### src/rtl/argo_chan_pkg.sv
// Shared constants for the argo channel reader: default word width, buffer occupancy codes, counter width.
package argo_chan_pkg;

    localparam int unsigned DATA_WIDTH_DEF = 32;
    localparam int unsigned CNT_WIDTH      = 32;

    localparam logic [1:0] OCC_EMPTY = 2'd0;
    localparam logic [1:0] OCC_ONE   = 2'd1;
    localparam logic [1:0] OCC_TWO   = 2'd2;

endpackage

### src/rtl/argo_chan_reader_if.sv
// Channel bundle: argo_fifo read port plus the outgoing valid/ready stream.
// master = reader side (pops the FIFO, sources the stream), slave = environment side.
interface argo_chan_reader_if import argo_chan_pkg::*; #(
    parameter int unsigned DATA_WIDTH = DATA_WIDTH_DEF
);
    logic                  fifo_empty;
    logic [DATA_WIDTH-1:0] fifo_rd_data;
    logic                  fifo_rd_en;
    logic                  out_valid;
    logic [DATA_WIDTH-1:0] out_data;
    logic                  out_ready;

    modport master (
        input  fifo_empty, fifo_rd_data, out_ready,
        output fifo_rd_en, out_valid, out_data
    );

    modport slave (
        output fifo_empty, fifo_rd_data, out_ready,
        input  fifo_rd_en, out_valid, out_data
    );
endinterface

### src/rtl/argo_skid_buf.sv
// Two-entry in-order buffer holding words captured from argo_fifo until the consumer takes them.
// state     | meaning
// OCC_EMPTY | no word held
// OCC_ONE   | one word held, head valid
// OCC_TWO   | full; the reader must not have a pop in flight
module argo_skid_buf import argo_chan_pkg::*; #(
    parameter int unsigned DATA_WIDTH = DATA_WIDTH_DEF
) (
    input  logic                  clk,
    input  logic                  rst,
    input  logic                  push_i,
    input  logic                  pop_i,
    input  logic [DATA_WIDTH-1:0] data_i,
    output logic [DATA_WIDTH-1:0] data_o,
    output logic [1:0]            count_o
);

    logic [DATA_WIDTH-1:0] mem_q [2];
    logic                  wr_ptr_q;
    logic                  rd_ptr_q;
    logic [1:0]            count_q;
    logic [1:0]            count_d;

    always_comb begin
        count_d = count_q;
        case (count_q)
            OCC_EMPTY: if (push_i) count_d = OCC_ONE;
            OCC_ONE: begin
                if (push_i && !pop_i)      count_d = OCC_TWO;
                else if (!push_i && pop_i) count_d = OCC_EMPTY;
            end
            OCC_TWO: if (pop_i && !push_i) count_d = OCC_ONE;
            default: count_d = OCC_EMPTY;
        endcase
    end

    always_ff @(posedge clk) begin
        if (rst) begin
            mem_q[0] <= '0;
            mem_q[1] <= '0;
            wr_ptr_q <= 1'b0;
            rd_ptr_q <= 1'b0;
            count_q  <= OCC_EMPTY;
        end else begin
            if (push_i) begin
                mem_q[wr_ptr_q] <= data_i;
                wr_ptr_q        <= ~wr_ptr_q;
            end
            if (pop_i) rd_ptr_q <= ~rd_ptr_q;
            count_q <= count_d;
        end
    end

    assign data_o  = mem_q[rd_ptr_q];
    assign count_o = count_q;

endmodule

### src/rtl/argo_chan_reader.sv
// Turns the 1-cycle-latency argo_fifo read port into a valid/ready stream at up to 1 word/cycle.
// Optional statistics counters are built only when ARGO_CHAN_STATS_EN is defined.
module argo_chan_reader import argo_chan_pkg::*; #(
    parameter int unsigned DATA_WIDTH = DATA_WIDTH_DEF,
    parameter int          CHAN_ID    = 0
) (
    input  logic                 clk,
    input  logic                 rst,
    argo_chan_reader_if.master   bus
`ifdef ARGO_CHAN_STATS_EN
    ,
    output logic [CNT_WIDTH-1:0] pop_count,
    output logic [CNT_WIDTH-1:0] stall_count,
    output logic [CNT_WIDTH-1:0] starve_count
`endif
);

    if (DATA_WIDTH < 1 || CHAN_ID < 0) begin : g_param_check
        $error("argo_chan_reader: DATA_WIDTH must be >= 1 and CHAN_ID >= 0");
    end

    logic                  inflight_q;
    logic                  inflight_d;
    logic [1:0]            occ;
    logic [DATA_WIDTH-1:0] head_data;
    logic                  out_valid_w;
    logic                  xfer;
    logic                  rd_en;
    logic [2:0]            demand;

    assign out_valid_w = !rst && (occ != OCC_EMPTY);
    assign xfer        = out_valid_w && bus.out_ready;

    // Words held plus the one in flight, minus the one leaving now; xfer implies occ >= 1, so no underflow.
    assign demand = {1'b0, occ} + {2'b00, inflight_q} - {2'b00, xfer};
    assign rd_en  = !rst && !bus.fifo_empty && (demand < 3'd2);

    assign inflight_d = rd_en;

    always_ff @(posedge clk) begin
        if (rst) inflight_q <= 1'b0;
        else     inflight_q <= inflight_d;
    end

    argo_skid_buf #(
        .DATA_WIDTH (DATA_WIDTH)
    ) u_skid_buf (
        .clk     (clk),
        .rst     (rst),
        .push_i  (inflight_q),
        .pop_i   (xfer),
        .data_i  (bus.fifo_rd_data),
        .data_o  (head_data),
        .count_o (occ)
    );

    assign bus.fifo_rd_en = rd_en;
    assign bus.out_valid  = out_valid_w;
    assign bus.out_data   = rst ? '0 : head_data;

`ifdef ARGO_CHAN_STATS_EN
    logic [CNT_WIDTH-1:0] pop_cnt_q;
    logic [CNT_WIDTH-1:0] stall_cnt_q;
    logic [CNT_WIDTH-1:0] starve_cnt_q;
    logic                 stall_w;
    logic                 starve_w;

    assign stall_w  = out_valid_w && !bus.out_ready;
    assign starve_w = !rst && (occ == OCC_EMPTY) && bus.fifo_empty;

    always_ff @(posedge clk) begin
        if (rst) begin
            pop_cnt_q    <= '0;
            stall_cnt_q  <= '0;
            starve_cnt_q <= '0;
        end else begin
            if (rd_en) begin
                pop_cnt_q <= pop_cnt_q + 1'b1;
                if (pop_cnt_q == '1) $display("argo_chan_reader[%0d]: pop_count wrapped", CHAN_ID);
            end
            if (stall_w) begin
                stall_cnt_q <= stall_cnt_q + 1'b1;
                if (stall_cnt_q == '1) $display("argo_chan_reader[%0d]: stall_count wrapped", CHAN_ID);
            end
            if (starve_w) begin
                starve_cnt_q <= starve_cnt_q + 1'b1;
                if (starve_cnt_q == '1) $display("argo_chan_reader[%0d]: starve_count wrapped", CHAN_ID);
            end
        end
    end

    assign pop_count    = rst ? '0 : pop_cnt_q;
    assign stall_count  = rst ? '0 : stall_cnt_q;
    assign starve_count = rst ? '0 : starve_cnt_q;
`endif

endmodule

### src/flat_wrapper.sv
// flat-port wrapper written by rule: the top's interface ports become plain ports
module argo_chan_reader_flat import argo_chan_pkg::*;
#(
    parameter int unsigned DATA_WIDTH = DATA_WIDTH_DEF,
    parameter int          CHAN_ID    = 0
)
  (clk, rst, bus_fifo_empty, bus_fifo_rd_data, bus_out_ready, bus_fifo_rd_en, bus_out_valid, bus_out_data);
  argo_chan_reader_if #(.DATA_WIDTH(DATA_WIDTH)) bus_i ();
  input  logic clk;
  input  logic rst;
  input wire logic [$bits(bus_i.fifo_empty)-1:0] bus_fifo_empty;
  input wire logic [$bits(bus_i.fifo_rd_data)-1:0] bus_fifo_rd_data;
  input wire logic [$bits(bus_i.out_ready)-1:0] bus_out_ready;
  output wire logic [$bits(bus_i.fifo_rd_en)-1:0] bus_fifo_rd_en;
  output wire logic [$bits(bus_i.out_valid)-1:0] bus_out_valid;
  output wire logic [$bits(bus_i.out_data)-1:0] bus_out_data;
  assign bus_i.fifo_empty = bus_fifo_empty;
  assign bus_i.fifo_rd_data = bus_fifo_rd_data;
  assign bus_i.out_ready = bus_out_ready;
  assign bus_fifo_rd_en = bus_i.fifo_rd_en;
  assign bus_out_valid = bus_i.out_valid;
  assign bus_out_data = bus_i.out_data;
  argo_chan_reader #(.DATA_WIDTH(DATA_WIDTH), .CHAN_ID(CHAN_ID)) u_core (.clk(clk), .rst(rst), .bus(bus_i));
endmodule
### config.mk
export PLATFORM = sky130hd
export DESIGN_NAME = argo_chan_reader_flat
export DESIGN_NICKNAME = d
export VERILOG_FILES = /design/src/rtl/argo_chan_pkg.sv /design/src/rtl/argo_chan_reader_if.sv /design/src/rtl/argo_skid_buf.sv /design/src/rtl/argo_chan_reader.sv /design/src/flat_wrapper.sv
export SDC_FILE = /design/constraint.sdc
export NUM_CORES = 1
export LEC_CHECK = 0
export ABC_AREA = 1
export BUFFER_PORTS_ARGS = -buffer_cell sky130_fd_sc_hd__buf_4
export CAP_MARGIN = 10
export CORE_ASPECT_RATIO = 0.9
export CORE_UTILIZATION = 58
export DETAILED_ROUTE_END_ITERATION = 8
export GPL_ROUTABILITY_DRIVEN = 0
export GPL_TIMING_DRIVEN = 0
export PLACE_DENSITY = 0.84
export SYNTH_ARGS = -nofsm -noshare
export SYNTH_HDL_FRONTEND = slang
export SYNTH_SLANG_ARGS = --single-unit
### constraint.sdc
create_clock -name clk -period 3 [get_ports clk]
set_input_delay 0.15 -clock clk [delete_from_list [all_inputs] [get_ports clk]]
set_output_delay 0.15 -clock clk [all_outputs]
set_load 0.02 [all_outputs]
==> impl_metrics.tcl <==
set metrics [dict create \
    synth_mux_area_share_pct 0 \
    synth_top_family_by_area "simple AND/OR/NAND/NOR gates" \
    critPathMaxStageDelay_ns 0.53 \
    nNetsFinal 439 \
    cts_tree "done" \
    leakagePower_nw 1.86 \
    core_um2 4980 \
    synth_top_area_cell "edfxtp_1" \
    crit_arrival_ns 2.49 \
    crit_required_ns 2.85 \
    yosys.area_share.simple_pct 19.0 \
    fin_crit_sh_pct 88.2 \
    antenna_cells 0 \
    route.detailed.drc 0 \
    pwr-share-seq_pct 56.2 \
    grt_pass1_vias 2318 \
    syn_area_um2 3110 \
    yosys_most_used_dff "edfxtp_1" \
    cts.repair.resized 0 \
    worstHoldPathCells 4 \
    cts_root_buf "clkbuf_8" \
    drt-met1-wl_mm 2.58 \
    drive_gt1_share_pct 24.2 \
    cp_common_cell "buf_4" \
    grt_pass1_wl_mm 10.2 \
    setup_viol 0 \
    rows 24 \
    grt_max_degree 22 \
    firstDrtPassIters 4 \
    whs_ns 0.0697 \
    path_max_fanout 10 \
    syn2layout_area_growth_pct 26.3 \
    p_switching_w 0.000496 \
    p_clk_share_pct 30.6 \
    yosys-top-cells-count "134 x nor2_1, 64 x edfxtp_1, 39 x inv_1" \
    rr_startpoint "u_core.inflight_q" \
    rr_endpoint "u_core.u_skid_buf.mem_q[0][30]" \
    maxCapViolCount 0 \
    synthArstFlopShare_pct 0 \
    slew_violations 0 \
    synth.yosys.warnings 0 \
    antenna_found_initial 0 \
    yosysMostFrequentCell "nor2_1" \
    drtIter0Drc 175 \
    grt_usage_pct 24.7 \
    tightest_slew_ns 0.772 \
    maxUsedRoutingLayer "met4" \
    pwr-share-comb_pct 13.1 \
    die_w_um 79.1 \
    viasPerCell 5.04 \
    layout_min_cycle_time_ns 2.64 \
    cp-start-kind "input pin" \
    r2r_cells 6 \
    h-tree-depth 3 \
    clkTransAtPathRegs_ns 0.07 \
    register_area_um2 2040 \
    synth_top_area_share_pct 61.9 \
    fmax_mhz 378 \
    swShare_pct 24.5 \
    wirelength_mm 6.34 \
    final.setup_skew_ns 0.00644 \
    path_cells "dlygate4sd3_1, buf_4, inv_2, buf_4, nand3_2, ha_1, inv_1, nand2_1, fa_1, nand2_1, nor2_1, buf_4" \
    synth_edf_count 64 \
    p_per_area_nw_per_um2 516 \
    hp-start "bus_fifo_empty" \
    dr_wl_met3_um 435 \
    synth_area_leaders "edfxtp_1 62%, nor2_1 16%, o21ai_0 5.3%" \
    wire_per_inst_um 13.5 \
    p_int_w 0.00153 \
    holdPathEnd "u_core.inflight_q" \
    cpMaxStageDelayCell "dlygate4sd3_1" \
    antenna_left 0 \
    status "finished, final reports clean" \
    post_cts_buffers 0 \
    stdcell_area_um2 3920 \
    cts_sinks 70 \
    cp-startpoint "rst" \
    start_util_pct 62.3 \
    ctsHoldBuffers 1 \
    cts_buffer_depth 2 \
    place_area_um2 3760 \
    setup.worst_path.end_class "output pin" \
    ir_drop_mv 0.470 \
    dpl.hpwl_mm 4.25 \
    multiInputGateArea_um2 827 \
    wl_met2_mm 3.24 \
    rsz0062_at_grt "no" \
    cts_buffers 9 \
    synth_compound_area_share_pct 5.88 \
    synthCells 317 \
    overflow 0 \
    final_hold_viol_count 0 \
    ys_seq_area_share_pct 65.8 \
    chipHeight_um 71.4 \
    slew_headroom_pct 48.4 \
    pre_cts_slack_ns 0.887 \
    avgSynthCellArea_um2 9.80 \
    setup_slack_ns 0.355 \
    insertion_delay_ns 0.34 \
    synth-xor-area-share_pct 0.282 \
    io_pins 70 \
    fin_setup_tns_ns 0 \
    regToRegSetupSlack_ns 0.96 \
    die-area_um2 5650 \
    fillers 345 \
    synth_nets 356 \
    portBuffers 69 \
    synthDistinctLibCells 22 \
    hold_path.class "input pin to flop" \
    vias 2371 \
    synth_adder_area_share_pct 1.45 \
    worstSetupPathType "input pin to output pin" \
    ys_ff_latch 70 \
]
-- worst max-delay path, delay by kind of cell --
kind                     cells  cell delay (ns)
adder cells (fa/ha/maj)      2             0.79
AND/OR/NAND/NOR              4             0.36
buffers and inverters        6             1.18
-- layout by cell type, fill, tap and decap left out, drive strengths merged --
cell,netlist,final
edfxtp,64,64
nand3,3,3
nand2,9,9
nand3b,1,1
clkinv,0,2
dlygate4sd3,0,1
nor2,135,135
nand4,2,2
clkbuf,5,19
inv,41,41
xor2,1,1
a21oi,2,2
fa,1,1
dfxtp,6,6
ha,2,2
buf,11,82
o21ai,33,33
o211ai,1,1
-- logic make-up after synthesis --
family                     after synthesis
AOI/OAI and AO/OA                       36
buffers and inverters                   57
xor gates and xnor gates                 1
adders and majority gates                3
DFF                                     70
and+or+nand+nor                        150
-- through the flow --
stage | utilization, % | instances | total power [W]
floorplan | - | 317 | 0.00129
global placement | 74.3 | 451 | 0.00140
detailed placement | 75.4 | 453 | 0.00142
CTS | 78.7 | 470 | 0.00203
global route | 78.7 | 470 | 0.00209
finish | 78.7 | 470 | 0.00202
-- worst max-delay path by stage --
stage / to / slack (ns)
floorplan: bus_fifo_rd_en / 0.94
global placement: u_core.u_skid_buf.mem_q[0][6] / 0.69
detailed placement: bus_fifo_rd_en / 0.89
CTS: bus_fifo_rd_en / 0.36
global route: bus_fifo_rd_en / 0.18
finish: bus_fifo_rd_en / 0.36
-- routing by layer --
layer,global-route usage (%),vias up
met4,13.1,0
met5,0,-
met2,41.5,86
li1,-,1180
met1,30.1,1098
met3,5.48,7
-- power groups by stage --
stage               sequential (W)  clock, W  combinational [W]
finish                     0.00114  0.000620           0.000266
global route               0.00114  0.000656           0.000292
CTS                        0.00114  0.000623           0.000266
detailed placement         0.00116         0           0.000264
global placement           0.00116         0           0.000246
floorplan                  0.00115         0           0.000140
-- state kept, by name, summed over array words and instances, names as in the netlist, named ones only --
signal,flops
u_core.u_skid_buf.mem_q,64
u_core.u_skid_buf.count_o,2
u_core.inflight_q,1
u_core.u_skid_buf.rd_ptr_q,1
u_core.u_skid_buf.wr_ptr_q,1
-- layout make-up --
cell class / instances / area share [%]
tap: 65 / 2.07
clock buffer: 14 / 3.64
inverter: 41 / 3.92
timing repair buffer: 72 / 14.9
buffer: 16 / 2.11
sequential: 70 / 52.1
clock inverter: 2 / 0.223
multi-input combinational: 190 / 21.1
Note: power is estimated with default switching activity, not from simulation.
